**src/rtl/n_x_serdes_8_to_1_tx_framer.sv**
```systemverilog
// -----------------------------------------------------------------------------
// n_x_serdes_8_to_1_tx_framer
//
// Transmit framer for N channels of D data lanes plus one forwarded-clock lane
// per channel. It runs in the divided (parallel-word) clock domain and emits
// one 8-bit word per lane per cycle for downstream 8:1 DDR serializers.
// Sequence after enable: TRAIN (TRAIN_CYCLES cycles), one SYNC word, then
// payload taken from a valid/ready stream.
//
// Optional feature macro: TX_PRBS_TRAIN_EN
//   Defined   : TRAIN lanes carry a PRBS7 (x^7+x^6+1) stream, 8 bits per cycle,
//               from one shared LFSR seeded to 7'h7F on every entry to TRAIN.
//   Undefined : TRAIN lanes carry TRAIN_WORD; no LFSR exists.
//
// Ports
//   txclk_div  in   parallel-word clock (only clock)
//   reset      in   synchronous, active-high reset
//   tx_enable  in   level, 1 = run, 0 = return to IDLE
//   train_req  in   (re)starts training while enabled
//   s_data     in   payload, byte lane k = s_data[8k+7:8k], k = i*D+j
//   s_valid    in   payload valid
//   s_ready    out  payload ready (combinational)
//   clk_data   out  forwarded-clock words, channel i at [8i+7:8i]
//   tx_data    out  data-lane words, same mapping as s_data
//   training   out  high while in TRAIN
//   tx_state   out  00 IDLE, 01 TRAIN, 10 SYNC, 11 DATA
//   word_count out  number of accepted payload beats (wraps)
// -----------------------------------------------------------------------------
module n_x_serdes_8_to_1_tx_framer #(
    parameter int           N            = 4,
    parameter int           D            = 8,
    parameter logic [7:0]   CLK_PATTERN  = 8'b11110000,
    parameter logic [7:0]   TRAIN_WORD   = 8'h5C,
    parameter logic [7:0]   SYNC_WORD    = 8'hBC,
    parameter logic [7:0]   IDLE_WORD    = 8'h00,
    parameter int           TRAIN_CYCLES = 256
) (
    input  logic               txclk_div,
    input  logic               reset,
    input  logic               tx_enable,
    input  logic               train_req,
    input  logic [N*D*8-1:0]   s_data,
    input  logic               s_valid,
    output logic               s_ready,
    output logic [N*8-1:0]     clk_data,
    output logic [N*D*8-1:0]   tx_data,
    output logic               training,
    output logic [1:0]         tx_state,
    output logic [31:0]        word_count
);

    localparam int LANES = N * D;

    typedef enum logic [1:0] {
        ST_IDLE  = 2'b00,
        ST_TRAIN = 2'b01,
        ST_SYNC  = 2'b10,
        ST_DATA  = 2'b11
    } state_t;

    state_t             state_q, state_d;
    logic [15:0]        cnt_q, cnt_d;
    logic [N*8-1:0]     clk_data_q, clk_data_d;
    logic [N*D*8-1:0]   tx_data_q, tx_data_d;
    logic               training_q, training_d;
    logic [31:0]        word_count_q, word_count_d;
    logic               accept;
    logic               enter_train;
    logic [7:0]         train_byte;

`ifdef TX_PRBS_TRAIN_EN
    logic [6:0]         lfsr_q, lfsr_d;
    logic [6:0]         lfsr_base;

    // Advance the LFSR 8 steps; bit 0 of the returned word is the earliest bit.
    // Result layout: {next_state[6:0], word[7:0]}.
    function automatic logic [14:0] prbs7_step8(input logic [6:0] seed);
        logic [6:0] s;
        logic [7:0] w;
        logic       fb;
        s = seed;
        w = 8'h00;
        for (int i = 0; i < 8; i++) begin
            fb   = s[6] ^ s[5];
            w[i] = fb;
            s    = {s[5:0], fb};
        end
        return {s, w};
    endfunction
`endif

    // A beat only moves while we are settled in DATA and no transition is
    // pending, so nothing is taken in the cycle we leave DATA.
    assign s_ready = (state_q == ST_DATA) & tx_enable & ~train_req & ~reset;
    assign accept  = s_valid & s_ready;

    always_comb begin
        state_d      = state_q;
        cnt_d        = cnt_q;
        enter_train  = 1'b0;
        word_count_d = accept ? word_count_q + 32'd1 : word_count_q;
        clk_data_d   = {N{CLK_PATTERN}};

        if (!tx_enable) begin
            state_d = ST_IDLE;
        end else if (train_req) begin
            state_d     = ST_TRAIN;
            cnt_d       = 16'd0;
            enter_train = 1'b1;
        end else begin
            case (state_q)
                ST_IDLE: begin
                    state_d     = ST_TRAIN;
                    cnt_d       = 16'd0;
                    enter_train = 1'b1;
                end
                ST_TRAIN: begin
                    cnt_d = cnt_q + 16'd1;
                    if (cnt_q == 16'(TRAIN_CYCLES - 1)) begin
                        state_d = ST_SYNC;
                    end
                end
                ST_SYNC:  state_d = ST_DATA;
                default:  state_d = ST_DATA;
            endcase
        end

`ifdef TX_PRBS_TRAIN_EN
        lfsr_base = enter_train ? 7'h7F : lfsr_q;
        lfsr_d    = lfsr_q;
        {lfsr_d, train_byte} = {lfsr_q, TRAIN_WORD};
        if (state_d == ST_TRAIN) begin
            {lfsr_d, train_byte} = prbs7_step8(lfsr_base);
        end
`else
        train_byte = TRAIN_WORD;
`endif

        // Outputs are registered, so they are chosen from the state we are
        // about to occupy; this keeps tx_data aligned with tx_state.
        training_d = (state_d == ST_TRAIN);
        case (state_d)
            ST_TRAIN: tx_data_d = {LANES{train_byte}};
            ST_SYNC:  tx_data_d = {LANES{SYNC_WORD}};
            ST_DATA:  tx_data_d = accept ? s_data : {LANES{IDLE_WORD}};
            default:  tx_data_d = {LANES{IDLE_WORD}};
        endcase
    end

    always_ff @(posedge txclk_div) begin
        if (reset) begin
            state_q      <= ST_IDLE;
            cnt_q        <= 16'd0;
            clk_data_q   <= '0;
            tx_data_q    <= '0;
            training_q   <= 1'b0;
            word_count_q <= 32'd0;
`ifdef TX_PRBS_TRAIN_EN
            lfsr_q       <= 7'h7F;
`endif
        end else begin
            state_q      <= state_d;
            cnt_q        <= cnt_d;
            clk_data_q   <= clk_data_d;
            tx_data_q    <= tx_data_d;
            training_q   <= training_d;
            word_count_q <= word_count_d;
`ifdef TX_PRBS_TRAIN_EN
            lfsr_q       <= lfsr_d;
`endif
        end
    end

    assign clk_data   = clk_data_q;
    assign tx_data    = tx_data_q;
    assign training   = training_q;
    assign tx_state   = state_q;
    assign word_count = word_count_q;

endmodule

```
**config.mk**
```make
export PLATFORM = sky130hd
export DESIGN_NAME = n_x_serdes_8_to_1_tx_framer
export DESIGN_NICKNAME = d
export VERILOG_FILES = /design/src/rtl/n_x_serdes_8_to_1_tx_framer.sv
export SDC_FILE = /design/constraint.sdc
export NUM_CORES = 1
export LEC_CHECK = 0
export CORE_AREA = 2 2 228 230
export CTS_CLUSTER_SIZE = 20
export DETAILED_ROUTE_END_ITERATION = 7
export DIE_AREA = 0 0 230 232
export GPL_ROUTABILITY_DRIVEN = 0
export REMOVE_ABC_BUFFERS = 1
export SYNTH_ARGS = -nofsm -noshare
export SYNTH_HDL_FRONTEND = slang
export SYNTH_SLANG_ARGS = --single-unit
```
**constraint.sdc**
```tcl
create_clock -name txclk_div -period 2.9 [get_ports txclk_div]
set_input_delay 0.58 -clock txclk_div [delete_from_list [all_inputs] [get_ports txclk_div]]
set_output_delay 0.58 -clock txclk_div [all_outputs]
set_load 0.05 [all_outputs]
```
* After elaboration in Yosys (flattened, before gate mapping)
Cells that the tools add are included.
** Word-level totals
- RAM bits :: 0
- Memories kept :: 0
- Bits in registers :: 339
- Bits in latches :: 0
- Bits in read-only memories :: 0
- Input bits :: 261
** Operators by class
- $add $sub $neg :: 2
- Div/mod/pow operators :: 0
- Reduce and logical (&&, ||, !) cells :: 3
- Mux-type cells :: 9
- Multipliers :: 0
- $lt $le $gt $ge :: 0
- Equality and inequality tests :: 6
- Bitwise logic cells :: 6
- Shift operators :: 0
** Operators by type and width (number)
- 256-bit one-hot mux with 3 select lines :: 1
- 256-bit 2-to-1 mux :: 1
- 32-bit by 1-bit adder with 32-bit output (second input constant) :: 1
- 32-bit 2-to-1 mux :: 1
- 16-bit one-hot mux with 2 select lines :: 1
- 16-bit by 1-bit adder with 16-bit output (second input constant) :: 1
- 16-bit by 8-bit == test with 1-bit output (second input constant) :: 1
- 16-bit 2-to-1 mux :: 1
- 2-bit == test (second input constant) :: 3
- 2-bit 2-to-1 mux :: 3
- 1-bit AND :: 4
- 2-bit by 1-bit == test with 1-bit output (second input constant) :: 2
- 2-bit one-hot mux with 2 select lines :: 1
- 3-bit nonzero test :: 1
- 2-bit logical NOT :: 1
- 1-bit NOT :: 2
- 2-bit AND reduction :: 1

* Depth between registers and ports, before layout
Gate-level depths: netlist of run 1.
- Depth in word-level cells :: 7
- Gate-level depth with buffers :: 7

* Least setup slack after synthesis of run 1
OpenSTA, ideal clock, no wires.
- Kind :: register to output
- From :: register state_q[1] (netlist: tx_state[1])
- To :: output port s_ready
- Stages on the path, launching flop included :: 6
- Setup slack :: -154 ps
- Arrival :: 2474 ps
- Cell sequence :: dfxtp_1 > buf_2 > nand2b_1 > clkbuf_1 > clkbuf_1 > nor3_1
** Between the ends
- Cells in the longest elaborated chain, start to end :: 4
** Ends and longest elaborated chain
- start: declaration :: line 61 : state_t state_q, state_d;
- start signal: assignment :: line 162 : state_q <= state_d;
- 2-bit == test :: line 94 : assign s_ready = (state_q == ST_DATA) & tx_enable & ~train_req & ~reset;
- 1-bit AND (3 in series) :: line 94
- end: declaration :: line 44 : output logic s_ready,
Every way passes these cells.

==> results of run 1 <==
-- per-stage QoR --
stage	setup TNS [ps]	cell area (um^2)	util (%)	instances	hold WS [ps]
2_1_floorplan	-982040	10300	-	1020	447
3_3_place_gp	0	17300	33.9	2300	464
3_5_place_dp	0	17300	33.9	2300	472
4_1_cts	0	18600	36.5	2366	480
5_1_grt	0	18600	36.5	2366	506
6_report	0	18600	36.5	2366	476
-- power groups by stage --
stage                     sequential (mW)  combinational [mW]  clock (mW)
after CTS                            4.37                1.16        5.09
after detailed placement             4.46                1.16           0
final                                4.37                1.15        4.91
after global placement               4.46                1.15           0
after floorplan                      4.84               0.135           0
after global routing                 4.37                1.20        5.23
-- logic make-up after synthesis --
| group | count (synthesis) | synth area share, % |
|---|---|---|
| AO/OA/AOI/OAI | 257 | 13.3 |
| XOR/XNOR | 13 | 1.04 |
| adder cells (fa/ha/maj) | 2 | 0.228 |
| buffers and inverters | 140 | 6.82 |
| flip-flops | 308 | 56.2 |
| multiplexers | 2 | 0.194 |
| other | 1 | 0.0342 |
| AND/OR/NAND/NOR | 411 | 22.2 |
-- cells in the mapped netlist (4+ instances only) --
| master | count | area, um^2 |
|---|---|---|
| and4_1 | 10 | 87.6 |
| o21ai_0 | 9 | 45.0 |
| clkbuf_1 | 86 | 323 |
| inv_1 | 10 | 37.5 |
| o31ai_1 | 17 | 128 |
| and3_1 | 67 | 419 |
| nor2_2 | 8 | 50.1 |
| a21oi_1 | 184 | 921 |
| nand3_1 | 22 | 110 |
| or3_1 | 11 | 68.8 |
| xnor2_1 | 5 | 43.8 |
| nor2_1 | 123 | 462 |
| nor2_4 | 51 | 574 |
| dfxtp_1 | 308 | 6170 |
| nor4_1 | 6 | 37.5 |
| nand2_1 | 51 | 191 |
| xor2_1 | 8 | 70.1 |
| nand4_1 | 21 | 131 |
| nor3_1 | 5 | 25.0 |
| buf_4 | 31 | 233 |
| a211oi_1 | 32 | 240 |
| or4_1 | 20 | 150 |
| buf_12 | 6 | 120 |
| and2_1 | 6 | 37.5 |
| buf_1 | 4 | 15.0 |
-- flip-flops by register name, indices dropped and copies added, names as in the netlist --
name and count:
clk_data 1, word_count 32, tx_data 256, cnt_q 16, tx_state 2, training 1
-- worst min path at each step --
| stage | from | to | slack [ps] |
|---|---|---|---|
| 2_1_floorplan | cnt_q[15]$_SDFFE_PP0P_ | cnt_q[15]$_SDFFE_PP0P_ | 450 |
| 3_3_place_gp | cnt_q[15]$_SDFFE_PP0P_ | cnt_q[15]$_SDFFE_PP0P_ | 460 |
| 3_5_place_dp | cnt_q[15]$_SDFFE_PP0P_ | cnt_q[15]$_SDFFE_PP0P_ | 470 |
| 4_1_cts | cnt_q[15]$_SDFFE_PP0P_ | cnt_q[15]$_SDFFE_PP0P_ | 480 |
| 5_1_grt | cnt_q[15]$_SDFFE_PP0P_ | cnt_q[15]$_SDFFE_PP0P_ | 510 |
| 6_report | cnt_q[15]$_SDFFE_PP0P_ | cnt_q[15]$_SDFFE_PP0P_ | 480 |
-- cell type report --
cell class	instances	area, um^2
inverters	11	41.3
repair buffers	600	6060
clock inverters	15	220
well taps	680	851
flip-flops and latches	308	6170
clock buffers	51	1080
multi-input cells	701	4150
fillers	5071	32300
-- metal layers --
layer  vias to the layer above  GRT usage [%]  wire length, um
li1                       4930              -                -
met1                      4799           17.1            16400
met2                       459           24.1            19200
met3                        84           5.94             4080
met4                        14           4.62             1170
met5                         -              0              100
==> flow_summary.toml, run 1 <==
[outcome]
status = "finished, final reports clean"

[routing]
drc_errors = 0
dr.pass1.iters = 5
ant_nets = 0
routed-via-count = 10300
wl_um = 41000
avgViaCountPerCell = 4.35
wl_per_cell_um = 17.3
drtIter0Drc = 459

[worst_setup_path]
cp_max_fo = 16
reg2reg_to = "tx_data[87]$_SDFF_PP0_"
rrSetupSlack_ps = 490
crit_family = "buffers and inverters"
r2r-start = "cnt_q[11]$_SDFFE_PP0P_"
critPathMaxStageDelay_ps = 900
crit_type = "flop to output pin"
start_kind = "flop"
critPathCapture = "clk_data[15]"
cp_data_required_time_ps = 2320
r2r_cells = 5
cp-end-kind = "output pin"
cp_slowest_cell = "clkdlybuf4s50_1"
crit_buf_inv = 1
path_depth = 1
crit_chain = "clkdlybuf4s50_1"
critPathLaunch = "clk_data[30]$_DFF_P_"
arrival_ps = 2020

[yosys]
yosys_warnings = 0
syn_area_per_cell_um2 = 9.67
ys_seq_elements = 308
syn_inst = 1134
synth_ff_type = "dfxtp_1"
syn_area_um2 = 11000
async_flop_share_pct = 0
synth.distinct_cells = 52
seq_area_frac_synth_pct = 56.2
synth_edf_count = 0

[floorplan]
num_rows = 83
die-height_um = 232
core_um2 = 50900
io_pins = 585
die-area_um2 = 53400
start_util_pct = 21.5
die_w_um = 230

[min_path]
hp-class = "flop to flop"
holdPathStages = 2

[clock_network]
cts_sinks = 308
cts_root_buf = "clkbuf_16"
cts_resized = 0
ctsHoldBuffers = 0
h-tree-depth = 2
cts_max_path_buffers = 3
cts_tree = "done"
path_clk_slew_ps = 50
insertion_delay_ps = 540
post_cts_buffers = 0
numCtsBuffers = 38

[placed_design]
pre_cts_ws_ps = 133
portBuffers = 568
dp_hpwl_um = 29700

[layout]
n_antenna_cell = 0
drive_gt1_share_pct = 9.79
nNetsFinal = 1923
area_growth_pct = 69.4
final_common_cell = "clkdlybuf4s50_1"
mostFrequentLayoutCells = "clkdlybuf4s50_1 (567), dfxtp_1 (308), a21oi_1 (184)"

[timing]
setup_viol = 0
fin_skew_ps = 18.1
slew_viol_final = 0
fin_crit_sh_pct = 89.5
worst_slack_ps = 304
tightest_slew_ps = 824
fin_crit_ps = 2600
finalHoldViolCount = 0
rsz0062_at_grt = "false"
fmax_mhz = 385
maxSlewHeadroom_pct = 45.1

[pwr]
total_power_mw = 10.4
seqPwrFrac_pct = 41.9
p_int_mw = 7.91
p_per_area_nw_per_um2 = 561
switchingPower_mw = 2.51
ir_worst_vdd_mv = 0.453
p_leak_nw = 7.10
netSwitchingFraction_pct = 24.1
p_comb_share_pct = 11.0
clkPwrFrac_pct = 47.1

[grt]
grt_pass1_vias = 10100
grt_pass1_wl_um = 60100
grt-ovfl-total = 0
antenna_found_initial = 8
grt_start_max_net_pins = 129
grt_usage_pct = 14.5

[flow_run]
maxCapViolCount = 0
(Power assumes the default switching activity.)
==> inputs of run 2 (changes only) <==
- clock period: 2.9 -> 2.2 ns (I/O delays scaled with it)
==> run 2 against run 1 <==
  * Final area up 1.9%
  * Largest power group unchanged
  * Global-route usage about the same
  * Flip-flop and latch count unchanged
  * Register-to-register slack worse by 470 ps
  * Combinational power up 33%
  * Sequential power up 32%
  * Worst hold slack worse by 14 ps
  * Non-clock buffer count up 61
  * Clock power up 21%
  * Routed wire length up 0.82%
  * First-iteration DRC count down 7.0%
  * Power up 27%
==> flow_summary.toml, run 2 (synthesized netlist as in run 1, its figures left out) <==
[outcome]
status = "finished, final reports clean"

[timing]
fmax_mhz = 459
slew_viol_final = 0
fin_crit_sh_pct = 99.0
maxSlewHeadroom_pct = 60.8
finalHoldViolCount = 0
tightest_slew_ps = 586
final.setup.tns_ps = 0
rsz0062_at_grt = "true"
setup_viol = 0
whs_ps = 461
fin_skew_ps = 9.86
fin_crit_ps = 2180

[layout]
fillerInstances = 5109
area_growth_pct = 72.6
mostFrequentLayoutCells = "clkdlybuf4s50_1 (497), dfxtp_1 (307), a21oi_1 (184)"
instances_no_fill = 2421
nNetsFinal = 1982
final_common_cell = "clkdlybuf4s50_1"
multi_input_area_um2 = 4160
largest_register_ffs = 256
drive_gt1_share_pct = 14.6
final_util_pct = 37.2
n_antenna_cell = 0
seq_area_um2 = 6170

[floorplan]
io_pins = 585
start_util_pct = 21.5
core_um2 = 50900
num_rows = 83
die_w_um = 230
die-area_um2 = 53400
die-height_um = 232

[grt]
grt_usage_pct = 14.6
antenna_found_initial = 3
grt_start_max_net_pins = 83
grtUsageMet2_pct = 24.6
grt-ovfl-total = 0
grtUsageMet3_pct = 5.42
met1_usage_pct = 17.2
top_usage_layer = "met2"
grt_pass1_wl_um = 60200
grt_pass1_vias = 10100

[worst_setup_path]
r2r-start = "cnt_q[11]$_SDFFE_PP0P_"
crit_type = "flop to flop"
arrival_ps = 2650
critPathLaunch = "cnt_q[11]$_SDFFE_PP0P_"
cp_max_fo = 12
cp-end-kind = "flop"
cp_data_required_time_ps = 2670
start_kind = "flop"

[routing]
drtIter0Drc = 427
wl_um = 41300
routed-via-count = 10400
dr.pass1.iters = 4
avgViaCountPerCell = 4.29
drc_errors = 0
ant_nets = 0
wl_per_cell_um = 17.1

[placed_design]
portBuffers = 568
dp_cells = 2360
dp_hpwl_um = 31200

[pwr]
total_power_mw = 13.2
p_per_area_nw_per_um2 = 698
ir_worst_vdd_mv = 0.643
p_leak_nw = 7.67

[min_path]
min_from = "reset"
hp-class = "input port to flop"

[clock_network]
cts_root_buf = "clkbuf_16"
cts_sinks = 308
cts_tree = "done"
path_clk_slew_ps = 60
h-tree-depth = 2
insertion_delay_ps = 530
numCtsBuffers = 36
ctsHoldBuffers = 0
cts_max_path_buffers = 3

[flow_run]
maxCapViolCount = 0
==> run 2: changes by cell type in the layout (fill, tap and decap cells not counted), moves of 5 or more <==
cell / change
buf_4: +77
clkdlybuf4s50_1: -70
dlygate4sd2_1: +39
buf_12: +9
clkinv_2: +5
==> run 2: metrics by stage <==
step,setup slack [ps],instance area [um^2]
6_report,21.4,18900
5_1_grt,-38.4,18900
4_1_cts,0.418,18900
3_5_place_dp,-479,17800
3_3_place_gp,-480,17800
2_1_floorplan,-5760,10300
==> run 2: per-layer routing <==
layer | wire (um) | vias up
li1 | - | 5037
met1 | 16700 | 4830
met5 | 23 | -
met2 | 19800 | 453
met4 | 923 | 4
met3 | 3810 | 64
==> run 2: power by group <==
part | switching [mW] | internal [mW] | leakage (nW)
Sequential | 0.0427 | 5.71 | 2.52
Clock | 2.39 | 3.54 | 0.583
Combinational | 0.838 | 0.694 | 4.57
Total | 3.27 | 9.94 | 7.67
==> run 2: layout make-up <==
type	instances	share of cell area (%)
Tap cell	680	4.50
Timing Repair Buffer	661	34.6
Clock buffer	47	5.46
Inverter	11	0.225
Sequential cell	308	32.6
Clock inverter	13	0.668
Multi-Input combinational cell	701	22.0
==> run 2: final timing paths <==
kind                            slack [ps]  depth (start not counted)                          to
worst min-delay path                   460                          3  word_count[8]$_SDFFE_PP0P_
worst max register to register          20                          5     tx_data[173]$_SDFF_PP0_
worst min register to register         480                          2      cnt_q[15]$_SDFFE_PP0P_
worst max-delay path                    20                          5     tx_data[173]$_SDFF_PP0_
==> run 2: critical path, cell delays in order, from the launching register on <==
cell	delay, ps
dfxtp_2	320
or4_4	540
o41a_1	450
or3_4	460
buf_12	210
nor2_2	110
==> run 2: timing repair <==
item | in CTS | in global routing
pin swaps | 0 | 13
gates resized for setup | 45 | 6
buffers inserted | 0 | 0
endpoints found under the setup margin | 41 | 60
gates cloned | 0 | 1
==> inputs of run 3 (changes only) <==
- clock period: 2.2 -> 1.8 ns (I/O delays scaled with it)
==> run 3 against run 2 <==
  * The run now ends with negative setup slack left
  * Critical path depth is the same
  * Sequential power is 22% higher
  * First-iteration DRC count down 2.6%
  * Flip-flop and latch count is the same
  * Critical path type unchanged
  * Largest cell class unchanged
  * Worst hold slack got worse by 83 ps
  * Power increased by 23%
  * Combinational power grew 25%
  * Utilization increased by 1.2 points
  * Setup slack worse by 420 ps
  * Non-clock buffer count up 71
  * Critical endpoint is now tx_data[237]$_SDFF_PP0_
  * Die area is the same
==> flow_summary.toml, run 3 (synthesized netlist as in run 1, its figures left out) <==
[layout]
drive_gt1_share_pct = 34.6
multi_input_area_um2 = 4320
area_growth_pct = 78.0
instances_no_fill = 2495
nNetsFinal = 2054
final_common_cell = "buf_4"
seq_area_um2 = 6170
mostFrequentLayoutCells = "buf_4 (389), dfxtp_1 (302), clkdlybuf4s50_1 (257)"
fillerInstances = 5063
fin_area_um2 = 19500
largest_register_ffs = 256
n_antenna_cell = 0
final_util_pct = 38.3

[pwr]
p_leak_nw = 8.55
p_per_area_nw_per_um2 = 835
ir_worst_vdd_mv = 0.684

[timing]
fmax_mhz = 455
fin_crit_sh_pct = 122
final.setup.tns_ps = -33290
fin_crit_ps = 2200
maxSlewHeadroom_pct = 66.1
finalHoldViolCount = 0
rsz0062_at_grt = "true"
worst_slack_ps = -398
setup_viol = 110
whs_ps = 378
slew_viol_final = 0
tightest_slew_ps = 511
fin_skew_ps = 11.4

[grt]
grt_pass1_vias = 10500
grt_start_max_net_pins = 71
grt_pass1_wl_um = 62400
antenna_found_initial = 1
grt_usage_pct = 15.1
grt-ovfl-total = 0

[worst_setup_path]
start_kind = "flop"
crit_type = "flop to flop"
rrSetupSlack_ps = -400
arrival_ps = 2670
cp_max_fo = 16
cp-end-kind = "flop"
cp_data_required_time_ps = 2280

[clock_network]
insertion_delay_ps = 540
cts_root_buf = "clkbuf_16"
cts_sinks = 308
numCtsBuffers = 37
cts_max_path_buffers = 3
path_clk_slew_ps = 60
cts_tree = "done"
h-tree-depth = 2

[placed_design]
dp_hpwl_um = 32000
dp_cells = 2405
placed_area_um2 = 17700
portBuffers = 568

[min_path]
hp-class = "input port to flop"

[routing]
wl_um = 43700
avgViaCountPerCell = 4.33
routed-via-count = 10800
dr.pass1.iters = 4
ant_nets = 0
drc_errors = 0
wl_per_cell_um = 17.5
drtIter0Drc = 416

[floorplan]
num_rows = 83
core_um2 = 50900
die_w_um = 230
io_pins = 585
die-height_um = 232
start_util_pct = 21.5
die-area_um2 = 53400

[outcome]
status = "finished, violations left"
failed_checks = "negative setup slack"

[flow_run]
maxCapViolCount = 0
[run 3: changes by cell type in the layout (fill, tap and decap cells not counted), moves of 6 or more]
cell	before	now
buf_4	99	389
clkdlybuf4s50_1	497	257
dlygate4sd2_1	39	16
buf_12	20	42
buf_6	2	17
or4_1	19	8
or4_4	2	13
a21oi_1	184	176
a21oi_2	0	8
clkbuf_16	38	44
[run 3: critical path, stage by stage (launching register included)]
cell and delay [ps]:
dfxtp_1 310, or4_4 550, o41a_1 450, or3_4 460
buf_12 220, nor2_4 110
[run 3: routing by layer]
layer	global-route usage, %	part of all wire, %
met1	17.9	40
met2	25.5	48
met3	5.43	9.0
met4	4.78	3.0
met5	0	0.037
[run 3: where the power goes]
| part | switching, mW | internal (mW) | leakage, nW |
|---|---|---|---|
| sequential | 0.0522 | 6.98 | 2.52 |
| clock | 2.98 | 4.36 | 0.576 |
| combinational | 1.05 | 0.870 | 5.45 |
[run 3: timing repair]
item	in CTS	in global routing
endpoints found under the setup margin	126	127
hold buffers	0	0
resized for setup	58	37
pin swaps	23	6
cloned	3	5
buffers inserted	12	9
[run 3: path summary, 6_finish.rpt]
path	startpoint	endpoint	depth (start not counted)
min reg2reg	cnt_q[15]$_SDFFE_PP0P_	cnt_q[15]$_SDFFE_PP0P_	2
max	cnt_q[11]$_SDFFE_PP0P_	tx_data[237]$_SDFF_PP0_	5
max reg2reg	cnt_q[11]$_SDFFE_PP0P_	tx_data[237]$_SDFF_PP0_	5
min	s_data[30]	tx_data[30]$_SDFF_PP0_	3
[run 3: final cells by class]
type	count	area share, %
clock buffer	50	5.37
tap	680	4.36
sequential	308	31.6
clock inverter	13	0.654
multi-input combinational	701	22.1
timing repair buffer	732	35.6
inverter	11	0.224
[run 3: stage by stage]
stage          worst slack, ps  power [mW]
6_report                  -398        16.3
3_3_place_gp              -733        9.08
4_1_cts                   -400        16.5
2_1_floorplan            -6160        8.01
3_5_place_dp              -739        9.09
5_1_grt                   -430        16.9
